$ cat config.mk
export PLATFORM = sky130hd
export DESIGN_NAME = read_sequencer_flat
export DESIGN_NICKNAME = d
export VERILOG_FILES = /design/src/rtl/read_sequencer_if.sv /design/src/rtl/read_sequencer.sv /design/src/flat_wrapper.sv
export SDC_FILE = /design/constraint.sdc
export NUM_CORES = 1
export LEC_CHECK = 0
export CAP_MARGIN = 20
export CORE_MARGIN = 5
export CORE_UTILIZATION = 30
export CTS_CLUSTER_SIZE = 12
export DETAILED_ROUTE_END_ITERATION = 10
export PLACE_DENSITY_LB_ADDON = 0.15
export SKIP_CTS_REPAIR_TIMING = 1
export SLEW_MARGIN = 20
export SYNTH_ARGS = -nofsm -noshare
export SYNTH_HDL_FRONTEND = slang
export SYNTH_SLANG_ARGS = --single-unit
$ cat constraint.sdc
create_clock -name clk -period 10.3 [get_ports clk]
set_clock_uncertainty 0.15 [all_clocks]
set_input_delay 3.09 -clock clk [delete_from_list [all_inputs] [get_ports clk]]
set_output_delay 3.09 -clock clk [all_outputs]
set_load 0.005 [all_outputs]
$ cat src/rtl/read_sequencer_if.sv
// Display-timing and read-address bundle between the display timing source
// (master) and the read sequencer (slave).
interface read_sequencer_if;
  logic        mem_ready;
  logic        frame_start;
  logic        line_start;
  logic        pixel_valid;
  logic [1:0]  mode_req;
  logic [12:0] window_start;
  logic [1:0]  zoom_shift;
  logic [14:0] read_address;
  logic [9:0]  line_number;
  logic [1:0]  mode;
  logic        rd_valid;
  logic        mode_err;
  logic        busy;

  modport master (
    output mem_ready, frame_start, line_start, pixel_valid,
           mode_req, window_start, zoom_shift,
    input  read_address, line_number, mode, rd_valid, mode_err, busy
  );

  modport slave (
    input  mem_ready, frame_start, line_start, pixel_valid,
           mode_req, window_start, zoom_shift,
    output read_address, line_number, mode, rd_valid, mode_err, busy
  );
endinterface

$ cat src/rtl/read_sequencer.sv
// Display-side read controller: tracks frame/line/pixel position and issues
// capture-RAM read addresses while the capture side grants the memories.
module read_sequencer #(
  parameter int H_ACTIVE   = 640,
  parameter int BAND_LINES = 193,
  parameter int REGION     = 8192
) (
  input  logic             clk,
  input  logic             rst_n,
  read_sequencer_if.slave  bus
);
  localparam int AW   = 15;
  localparam int RW   = $clog2(REGION);
  localparam int XW   = $clog2(H_ACTIVE + 1);
  localparam int LW   = 10;
  localparam int HALF = H_ACTIVE / 2;
  localparam int QTR  = H_ACTIVE / 4;

  typedef enum logic [1:0] {IDLE, ARMED, SCAN} state_t;

  state_t          state_q, state_d;
  logic [XW-1:0]   x_q, x_d;
  logic [LW-1:0]   line_q, line_d;
  logic [1:0]      mode_q, mode_d;
  logic [AW-1:0]   addr_q, addr_d;
  logic            rd_valid_q, rd_valid_d;
  logic            mode_err_q, mode_err_d;
  logic [12:0]     ws_q, ws_d;
  logic [1:0]      zs_q, zs_d;

  logic [AW-1:0]   x_ext, xr, step, addr_calc;
  logic [1:0]      seg;
  logic [RW-1:0]   off;
  logic            line_ok;
  logic            accept;

  // Split x into a segment index and an in-segment offset per display mode.
  always_comb begin
    x_ext = AW'(x_q);
    seg   = 2'd0;
    xr    = x_ext;
    case (mode_q)
      2'd1: if (x_ext >= AW'(HALF)) begin
        seg = 2'd1;
        xr  = x_ext - AW'(HALF);
      end
      2'd0: begin
        if (x_ext >= AW'(3 * QTR)) begin
          seg = 2'd3;
          xr  = x_ext - AW'(3 * QTR);
        end else if (x_ext >= AW'(2 * QTR)) begin
          seg = 2'd2;
          xr  = x_ext - AW'(2 * QTR);
        end else if (x_ext >= AW'(QTR)) begin
          seg = 2'd1;
          xr  = x_ext - AW'(QTR);
        end
      end
      default: ;
    endcase
    step = xr << zs_q;
    off  = RW'(AW'(ws_q) + step);
    if (mode_q == 2'd0 || mode_q == 2'd1) addr_calc = {seg, off};
    else                                  addr_calc = AW'(ws_q) + step;

    case (mode_q)
      2'd0:    line_ok = (line_q < LW'(BAND_LINES));
      2'd1:    line_ok = (line_q < LW'(2 * BAND_LINES));
      default: line_ok = 1'b1;
    endcase
  end

  // NOTE: every _d gets a default first so no path leaves a latch behind.
  always_comb begin
    state_d    = state_q;
    x_d        = x_q;
    line_d     = line_q;
    mode_d     = mode_q;
    addr_d     = addr_q;
    rd_valid_d = 1'b0;
    mode_err_d = 1'b0;
    ws_d       = ws_q;
    zs_d       = zs_q;
    accept     = 1'b0;

    if (!bus.mem_ready) begin
      state_d = IDLE;
    end else begin
      accept = bus.frame_start && (state_q != IDLE);
      case (state_q)
        IDLE:    state_d = ARMED;
        ARMED:   if (accept) state_d = SCAN;
        SCAN:    state_d = SCAN;
        default: state_d = IDLE;
      endcase

      if (state_q == SCAN && bus.pixel_valid && x_q < XW'(H_ACTIVE)) begin
        x_d = x_q + XW'(1);
        if (line_ok) begin
          rd_valid_d = 1'b1;
          addr_d     = addr_calc;
        end
      end

      // Frame start outranks a coincident line start.
      if (accept) begin
        ws_d   = bus.window_start;
        zs_d   = bus.zoom_shift;
        line_d = '0;
        x_d    = '0;
        if (bus.mode_req != 2'd3) mode_d = bus.mode_req;
        else                      mode_err_d = 1'b1;
      end else if (state_q == SCAN && bus.line_start) begin
        if (line_q != '1) line_d = line_q + LW'(1);
        x_d = '0;
      end
    end
  end

  // NOTE: sequential state uses non-blocking assignments only.
  always_ff @(posedge clk) begin
    if (!rst_n) begin
      state_q    <= IDLE;
      x_q        <= '0;
      line_q     <= '0;
      mode_q     <= 2'd2;
      addr_q     <= '0;
      rd_valid_q <= 1'b0;
      mode_err_q <= 1'b0;
      ws_q       <= '0;
      zs_q       <= '0;
    end else begin
      state_q    <= state_d;
      x_q        <= x_d;
      line_q     <= line_d;
      mode_q     <= mode_d;
      addr_q     <= addr_d;
      rd_valid_q <= rd_valid_d;
      mode_err_q <= mode_err_d;
      ws_q       <= ws_d;
      zs_q       <= zs_d;
    end
  end

  assign bus.read_address = addr_q;
  assign bus.line_number  = line_q;
  assign bus.mode         = mode_q;
  assign bus.rd_valid     = rd_valid_q;
  assign bus.mode_err     = mode_err_q;
  assign bus.busy         = (state_q == SCAN);
endmodule
$ cat src/flat_wrapper.sv
// flat-port wrapper written by rule: the top's interface ports become plain ports
module read_sequencer_flat 
#(
  parameter int H_ACTIVE   = 640,
  parameter int BAND_LINES = 193,
  parameter int REGION     = 8192
)
  (clk, rst_n, bus_mem_ready, bus_frame_start, bus_line_start, bus_pixel_valid, bus_mode_req, bus_window_start, bus_zoom_shift, bus_read_address, bus_line_number, bus_mode, bus_rd_valid, bus_mode_err, bus_busy);
  read_sequencer_if bus_i ();
  input  logic clk;
  input  logic rst_n;
  input wire logic [$bits(bus_i.mem_ready)-1:0] bus_mem_ready;
  input wire logic [$bits(bus_i.frame_start)-1:0] bus_frame_start;
  input wire logic [$bits(bus_i.line_start)-1:0] bus_line_start;
  input wire logic [$bits(bus_i.pixel_valid)-1:0] bus_pixel_valid;
  input wire logic [$bits(bus_i.mode_req)-1:0] bus_mode_req;
  input wire logic [$bits(bus_i.window_start)-1:0] bus_window_start;
  input wire logic [$bits(bus_i.zoom_shift)-1:0] bus_zoom_shift;
  output wire logic [$bits(bus_i.read_address)-1:0] bus_read_address;
  output wire logic [$bits(bus_i.line_number)-1:0] bus_line_number;
  output wire logic [$bits(bus_i.mode)-1:0] bus_mode;
  output wire logic [$bits(bus_i.rd_valid)-1:0] bus_rd_valid;
  output wire logic [$bits(bus_i.mode_err)-1:0] bus_mode_err;
  output wire logic [$bits(bus_i.busy)-1:0] bus_busy;
  assign bus_i.mem_ready = bus_mem_ready;
  assign bus_i.frame_start = bus_frame_start;
  assign bus_i.line_start = bus_line_start;
  assign bus_i.pixel_valid = bus_pixel_valid;
  assign bus_i.mode_req = bus_mode_req;
  assign bus_i.window_start = bus_window_start;
  assign bus_i.zoom_shift = bus_zoom_shift;
  assign bus_read_address = bus_i.read_address;
  assign bus_line_number = bus_i.line_number;
  assign bus_mode = bus_i.mode;
  assign bus_rd_valid = bus_i.rd_valid;
  assign bus_mode_err = bus_i.mode_err;
  assign bus_busy = bus_i.busy;
  read_sequencer #(.H_ACTIVE(H_ACTIVE), .BAND_LINES(BAND_LINES), .REGION(REGION)) u_core (.clk(clk), .rst_n(rst_n), .bus(bus_i));
endmodule
==> metrics.txt, run 1 <==
# TYPE chip_impl_metric gauge
chip_impl_metric{name="area_growth",unit="%"} 22.03
chip_impl_metric{name="place_congestion",unit=""} 0.8574
chip_impl_metric{name="postSynthNetCount",unit=""} 539
chip_impl_metric{name="power_frac_comb",unit=""} 0.083
chip_impl_metric{name="final_layout_size_suffix_gt1_frac",unit=""} 0.04175
chip_impl_info{name="worst_setup_path_end_kind",value="flop"} 1
chip_impl_metric{name="clock_path_buffers",unit=""} 2
chip_impl_info{name="run_status",value="finished clean"} 1
chip_impl_metric{name="post-route-period-util",unit=""} 0.4918
chip_impl_metric{name="design.die.area",unit="sq um"} 14750
chip_impl_metric{name="clock_power_share",unit=""} 0.436
chip_impl_metric{name="die_h",unit="um"} 121.4
chip_impl_metric{name="cts-htree-levels",unit=""} 2
chip_impl_metric{name="switching_fraction",unit=""} 0.2368
chip_impl_metric{name="timing_max_transition_violations_final",unit=""} 0
chip_impl_metric{name="total_leakage_power",unit="nW"} 1.749
chip_impl_metric{name="fin_nets",unit=""} 577
chip_impl_info{name="cts_tree",value="done"} 1
chip_impl_metric{name="wl_per_cell",unit="um"} 14.84
chip_impl_metric{name="synth.distinct_cells",unit=""} 61
chip_impl_metric{name="cts_num_sinks",unit=""} 56
chip_impl_metric{name="cp_max_fo",unit=""} 8
chip_impl_metric{name="drtIter0Drc",unit=""} 173
chip_impl_info{name="grt_setup_unrepaired",value="false"} 1
chip_impl_metric{name="post-route-drc-count",unit=""} 0
chip_impl_metric{name="boundaryPins",unit=""} 53
chip_impl_metric{name="post-place-cells",unit=""} 686
chip_impl_metric{name="power.switching",unit="mW"} 0.1096
chip_impl_metric{name="die_w",unit="um"} 121.4
chip_impl_metric{name="postRouteWirelength",unit="um"} 10310
chip_impl_metric{name="timing.max_slew.rel_slack",unit=""} 0.5274
chip_impl_metric{name="first_global_vias",unit=""} 3499
chip_impl_metric{name="synthCells",unit=""} 488
chip_impl_metric{name="fin_util",unit=""} 0.3754
chip_impl_metric{name="totalNegativeSetupSlack",unit="ps"} 0
chip_impl_metric{name="syn_avg_cell_area",unit="sq um"} 7.635
chip_impl_metric{name="share_seq_of_total_power",unit=""} 0.480
chip_impl_metric{name="grt_first_pass_wirelength",unit="um"} 17530
chip_impl_metric{name="cp.depth",unit=""} 8
chip_impl_metric{name="required",unit="ps"} 10340
chip_impl_metric{name="grt_antenna_before_repair",unit=""} 0
chip_impl_metric{name="timing.max_cap.violations",unit=""} 0
chip_impl_metric{name="final_antenna_net_count",unit=""} 0
chip_impl_metric{name="totalPowerFinal",unit="mW"} 0.4628
chip_impl_metric{name="design.core.area",unit="sq um"} 12110
chip_impl_metric{name="async_reset_ff_frac",unit=""} 0
chip_impl_metric{name="fin_cells",unit=""} 695
chip_impl_metric{name="gr-usage-all-layers",unit=""} 0.1442
chip_impl_metric{name="internal-power",unit="mW"} 0.3532
chip_impl_metric{name="place.port_buffers",unit=""} 52
chip_impl_info{name="timing.critical_path.slowest_stage_cell",value="clkdlybuf4s50_1"} 1
chip_impl_info{name="clk_root_buffer_cell",value="clkbuf_16"} 1
chip_impl_metric{name="clock.fmax",unit="MHz"} 197.4
chip_impl_metric{name="synth-edff-count",unit=""} 0
chip_impl_metric{name="initial_core_util",unit=""} 0.3076
chip_impl_metric{name="std_cell_rows",unit=""} 40
chip_impl_metric{name="final.fill_count",unit=""} 1304
chip_impl_metric{name="grt_start_max_net_pins",unit=""} 32
chip_impl_metric{name="clk_transition_reported_paths",unit="ps"} 80
chip_impl_info{name="layout_commonest_cell",value="nor2_1"} 1
chip_impl_metric{name="grtUsageMet3",unit=""} 0.02751
chip_impl_info{name="worstSetupStartpointType",value="input port"} 1
chip_impl_metric{name="detail_route.first_pass.iterations",unit=""} 5
chip_impl_metric{name="dp_worst_setup_slack",unit="ps"} 4905
chip_impl_metric{name="worst_slack",unit="ps"} 5234
chip_impl_info{name="crit_family",value="simple AND/OR/NAND/NOR gates"} 1
chip_impl_metric{name="synth.yosys.seq_area_share",unit=""} 0.3009
chip_impl_metric{name="worstMarginPinSlew",unit="ps"} 707.1
chip_impl_info{name="setup.worst_path.class",value="input port to flop"} 1
chip_impl_metric{name="global_route.usage.met2",unit=""} 0.2280
chip_impl_metric{name="global_route.overflow_total",unit=""} 0
chip_impl_metric{name="multi_input_comb_area",unit="sq um"} 2415
chip_impl_metric{name="crit_path_max_incr_delay",unit="ps"} 500
chip_impl_info{name="path_cells",value="clkdlybuf4s50_1 > nor2b_1 > o21ai_1 > a31oi_1 > and3_1 > nand4_1 > xor2_1 > nor2_1"} 1
chip_impl_metric{name="hpwlAfterDp",unit="um"} 7761
chip_impl_metric{name="synth.yosys.warnings",unit=""} 0
chip_impl_info{name="top_usage_layer",value="met2"} 1
chip_impl_metric{name="synth.ff_latch_count",unit=""} 56
chip_impl_metric{name="worst-path-buf-inv",unit=""} 1
chip_impl_metric{name="ir_worst_vdd",unit="mV"} 0.05952
chip_impl_metric{name="worst-r2r-setup-slack",unit="ps"} 5380
chip_impl_metric{name="register_area",unit="sq um"} 1121
chip_impl_info{name="layout_common_cells",value="nor2_1 (63), dfxtp_1 (56), nand2_1 (54)"} 1
chip_impl_metric{name="detail_route.vias_per_cell",unit=""} 5.091
chip_impl_metric{name="worst-endpoint-arrival",unit="ps"} 5100
chip_impl_metric{name="cts_buffers",unit=""} 5
chip_impl_metric{name="groute.layer.met1.usage",unit=""} 0.2043
chip_impl_metric{name="cellPowerDensity",unit="nW/um^2"} 101.8
chip_impl_metric{name="num_antenna_cells",unit=""} 0
chip_impl_info{name="synth-main-ff-cell",value="dfxtp_1"} 1
chip_impl_metric{name="num_vias",unit=""} 3538
chip_impl_metric{name="clock_insertion_delay_worst_skew",unit="ps"} 300
chip_impl_metric{name="finalSetupViolCount",unit=""} 0
chip_impl_metric{name="fin_crit",unit="ps"} 5066
chip_impl_metric{name="hold-path-cell-count",unit=""} 2
chip_impl_metric{name="hold_violations",unit=""} 0
chip_impl_metric{name="worst_r2r_path_depth",unit=""} 17
chip_impl_metric{name="netlist_area",unit="sq um"} 3726
chip_impl_info{name="hold_class",value="flop to flop"} 1
[cell usage after synthesis, drive strengths merged (3+ instances only)]
cell    count  area [sq um]
nor2b       5         31.28
nand3      14         70.07
mux2i      14         140.1
dfxtp      56          1121
a211oi      8         60.06
or2         5         31.28
o21a        4         30.03
nand2      54         202.7
o31ai       3         22.52
or3         5         36.28
o22ai       3         25.02
and3        7         43.79
nor4        5         31.28
nand2b      6         37.54
clkbuf     20         75.07
o21ai      22         110.1
ha         27         337.8
xor2       12         105.1
nor3       10         50.05
xnor2       5         43.79
nor2       63         236.5
inv        24         90.09
buf         4         30.03
and2        3         21.27
nand3b      4         30.03
a21oi      49         245.2
nand4       5         31.28
a21o        7         52.55
a31oi       7         43.79
[final cells by class]
cell class,count,area share
multi-input combinational,384,0.5311
sequential,56,0.2466
timing repair buffer,55,0.1194
tap,168,0.04623
clock buffer,6,0.02834
inverter,24,0.01981
clock inverter,2,0.008531
[cell families after synthesis]
kind of cell             count (synthesis)  synth area share
flip-flops                              56            0.3009
XOR/XNOR                                17           0.03996
multiplexers                            16           0.04365
adder cells (fa/ha/maj)                 28           0.09604
buffers and inverters                   48           0.05238
AO/OA/AOI/OAI                          131            0.2233
AND/OR/NAND/NOR                        192            0.2438
[layer usage]
metal  up-vias  wire [um]
met4         0         96
met2        62       4700
met5         -          0
li1       1811          -
met3        11        395
met1      1654       5122
[tightest hold or removal path: stages, from the launching register on]
cell,delay (ps)
dfxtp_1,320
nand2_1,50
a21oi_1,50
[sequential cells by signal, summed over array words and instances (netlist names)]
name and count:
u_core.bus.line_number 10, u_core.bus.mode 2, u_core.bus.mode_err 1, u_core.bus.rd_valid 1
u_core.bus.read_address 15, u_core.state_q 2, u_core.ws_q 13, u_core.x_q 10
u_core.zs_q 2
[final timing paths]
| kind | startpoint | to |
|---|---|---|
| hold reg to reg | u_core.ws_q[0] | u_core.ws_q[0] |
| setup reg to reg | u_core.x_q[7] | u_core.bus.read_address[13] |
| hold / removal | u_core.ws_q[0] | u_core.ws_q[0] |
| setup / recovery | bus_frame_start | u_core.bus.line_number[5] |
[power groups by stage]
stage               Clock, mW  Sequential [mW]  Combinational (mW)
global placement            0            0.228              0.0384
CTS                     0.210            0.222              0.0391
floorplan                   0            0.226              0.0234
finish                  0.202            0.222              0.0386
detailed placement          0            0.228              0.0389
global route            0.217            0.223              0.0433
[metrics by stage]
stage	hold WS, ps	area (sq um)
final	317.2	4547
after global routing	339.8	4547
after detailed placement	308.3	4372
after CTS	318.4	4539
after global placement	304.3	4372
after floorplan	290.6	3726
No activity file was read; power rests on OpenSTA's default activity.
==> inputs of run 2 (changes only) <==
Clock period 10.3 ns to 4.1 ns, I/O delays scaled along.
==> metrics.txt, run 2 (synthesized netlist as in run 1, its figures left out) <==
# TYPE chip_impl_metric gauge
chip_impl_metric{name="required",unit="ps"} 4210
chip_impl_metric{name="worstMarginPinSlew",unit="ps"} 881.9
chip_impl_metric{name="grt_start_max_net_pins",unit=""} 42
chip_impl_info{name="hold_class",value="flop to flop"} 1
chip_impl_metric{name="die_h",unit="um"} 121.4
chip_impl_metric{name="design.die.area",unit="sq um"} 14750
chip_impl_metric{name="finalHoldWorstSlack",unit="ps"} 314.3
chip_impl_info{name="worstSetupStartpointType",value="flop"} 1
chip_impl_metric{name="clock_path_buffers",unit=""} 2
chip_impl_metric{name="place_congestion",unit=""} 0.8652
chip_impl_metric{name="gr-usage-all-layers",unit=""} 0.1521
chip_impl_metric{name="totalPowerFinal",unit="mW"} 1.178
chip_impl_metric{name="area_growth",unit="%"} 33.28
chip_impl_metric{name="num_antenna_cells",unit=""} 0
chip_impl_metric{name="clock_power_share",unit=""} 0.433
chip_impl_metric{name="timing.max_cap.violations",unit=""} 0
chip_impl_info{name="worst_setup_path_end_kind",value="flop"} 1
chip_impl_metric{name="clk_transition_reported_paths",unit="ps"} 80
chip_impl_metric{name="postRouteWirelength",unit="um"} 10960
chip_impl_metric{name="final.fill_count",unit=""} 1280
chip_impl_metric{name="internal-power",unit="mW"} 0.8951
chip_impl_metric{name="grt_antenna_before_repair",unit=""} 0
chip_impl_metric{name="post-route-period-util",unit=""} 0.9989
chip_impl_info{name="cts_tree",value="done"} 1
chip_impl_metric{name="share_seq_of_total_power",unit=""} 0.473
chip_impl_metric{name="cp_max_fo",unit=""} 3
chip_impl_metric{name="cts_num_sinks",unit=""} 56
chip_impl_info{name="grt_setup_unrepaired",value="true"} 1
chip_impl_metric{name="worst-endpoint-arrival",unit="ps"} 4200
chip_impl_metric{name="fin_crit",unit="ps"} 4095
chip_impl_metric{name="place.port_buffers",unit=""} 52
chip_impl_metric{name="finalSetupViolCount",unit=""} 0
chip_impl_metric{name="post-route-drc-count",unit=""} 0
chip_impl_metric{name="largest_register_ff_count",unit=""} 15
chip_impl_metric{name="boundaryPins",unit=""} 53
chip_impl_metric{name="detail_route.first_pass.iterations",unit=""} 4
chip_impl_metric{name="ir_worst_vdd",unit="mV"} 0.1536
chip_impl_metric{name="grt_first_pass_wirelength",unit="um"} 17990
chip_impl_metric{name="design.core.area",unit="sq um"} 12110
chip_impl_metric{name="std_cell_rows",unit=""} 40
chip_impl_metric{name="cts-htree-levels",unit=""} 2
chip_impl_metric{name="hold_violations",unit=""} 0
chip_impl_metric{name="clock_insertion_delay_worst_skew",unit="ps"} 310
chip_impl_metric{name="fin_util",unit=""} 0.4100
chip_impl_metric{name="clock.fmax",unit="MHz"} 244.2
chip_impl_metric{name="fin_cells",unit=""} 732
chip_impl_metric{name="wl_per_cell",unit="um"} 14.97
chip_impl_metric{name="hpwlAfterDp",unit="um"} 8141
chip_impl_metric{name="final_layout_size_suffix_gt1_frac",unit=""} 0.1436
chip_impl_metric{name="detail_route.vias_per_cell",unit=""} 5.027
chip_impl_metric{name="switching_fraction",unit=""} 0.2403
chip_impl_metric{name="global_route.overflow_total",unit=""} 0
chip_impl_metric{name="first_global_vias",unit=""} 3646
chip_impl_metric{name="num_vias",unit=""} 3680
chip_impl_metric{name="total_leakage_power",unit="nW"} 1.988
chip_impl_info{name="layout_common_cells",value="nor2_1 (62), nand2_1 (54), dfxtp_1 (54)"} 1
chip_impl_metric{name="final_antenna_net_count",unit=""} 0
chip_impl_metric{name="die_w",unit="um"} 121.4
chip_impl_info{name="layout_commonest_cell",value="nor2_1"} 1
chip_impl_metric{name="drtIter0Drc",unit=""} 165
chip_impl_metric{name="initial_core_util",unit=""} 0.3076
chip_impl_metric{name="timing.max_slew.rel_slack",unit=""} 0.4121
chip_impl_info{name="run_status",value="finished clean"} 1
chip_impl_metric{name="cellPowerDensity",unit="nW/um^2"} 237.3
chip_impl_metric{name="fin_nets",unit=""} 614
chip_impl_metric{name="totalNegativeSetupSlack",unit="ps"} 0
chip_impl_metric{name="post-place-cells",unit=""} 719
chip_impl_metric{name="power_frac_comb",unit=""} 0.094
chip_impl_metric{name="cts_buffers",unit=""} 5
chip_impl_info{name="setup.worst_path.class",value="flop to flop"} 1
chip_impl_metric{name="power.switching",unit="mW"} 0.2832
chip_impl_metric{name="timing_max_transition_violations_final",unit=""} 0
chip_impl_info{name="clk_root_buffer_cell",value="clkbuf_16"} 1
-- run 2: metrics by stage --
step	instance area, sq um	worst slack (ps)
2_1_floorplan	3750	-303.8
3_3_place_gp	4636	-163.6
3_5_place_dp	4636	-234.6
4_1_cts	4803	-251.2
5_1_grt	4966	-169.4
6_report	4966	4.634
-- run 2: worst max-delay path: stages (launching register included) --
cell	delay (ps)
dfxtp_2	340
inv_4	50
ha_4	100
or4b_4	450
or3_4	340
and2_4	150
or3_4	380
a311o_1	370
o22ai_2	140
mux2i_1	100
ha_1	360
nand3_1	170
nor4_4	320
o221a_2	250
o21ai_1	60
a41oi_1	180
o21a_1	120
-- run 2: worst paths after layout --
| check | from | end | depth (start not counted) | slack (ps) |
|---|---|---|---|---|
| max | u_core.x_q[7] | u_core.bus.read_address[13] | 16 | 5 |
| min reg2reg | u_core.ws_q[7] | u_core.ws_q[7] | 2 | 310 |
| min | u_core.ws_q[7] | u_core.ws_q[7] | 2 | 310 |
| max reg2reg | u_core.x_q[7] | u_core.bus.read_address[13] | 16 | 5 |
-- run 2: power by group through the flow --
stage | sequential (mW) | combinational (mW) | clock (mW)
after global routing | 0.559 | 0.123 | 0.553
after global placement | 0.570 | 0.106 | 0
after CTS | 0.557 | 0.108 | 0.535
final | 0.557 | 0.110 | 0.511
after floorplan | 0.567 | 0.0588 | 0
after detailed placement | 0.570 | 0.107 | 0
-- run 2: area by class of cell --
type	count	area [sq um]	area share
clock inverters	2	38.79	0.007811
repair buffers	92	824.5	0.1660
multi-input cells	384	2547	0.5130
clock buffers	6	128.9	0.02595
flip-flops and latches	56	1124	0.2263
inverters	24	92.59	0.01864
well taps	168	210.2	0.04233
-- run 2: routing by layer --
layer / share of wire / GRT usage / up-vias
met4: 0.020 / 0.05322 / 0
met1: 0.48 / 0.2056 / 1704
li1: - / - / 1880
met2: 0.45 / 0.2394 / 80
met5: 0 / 0 / -
met3: 0.045 / 0.03170 / 16
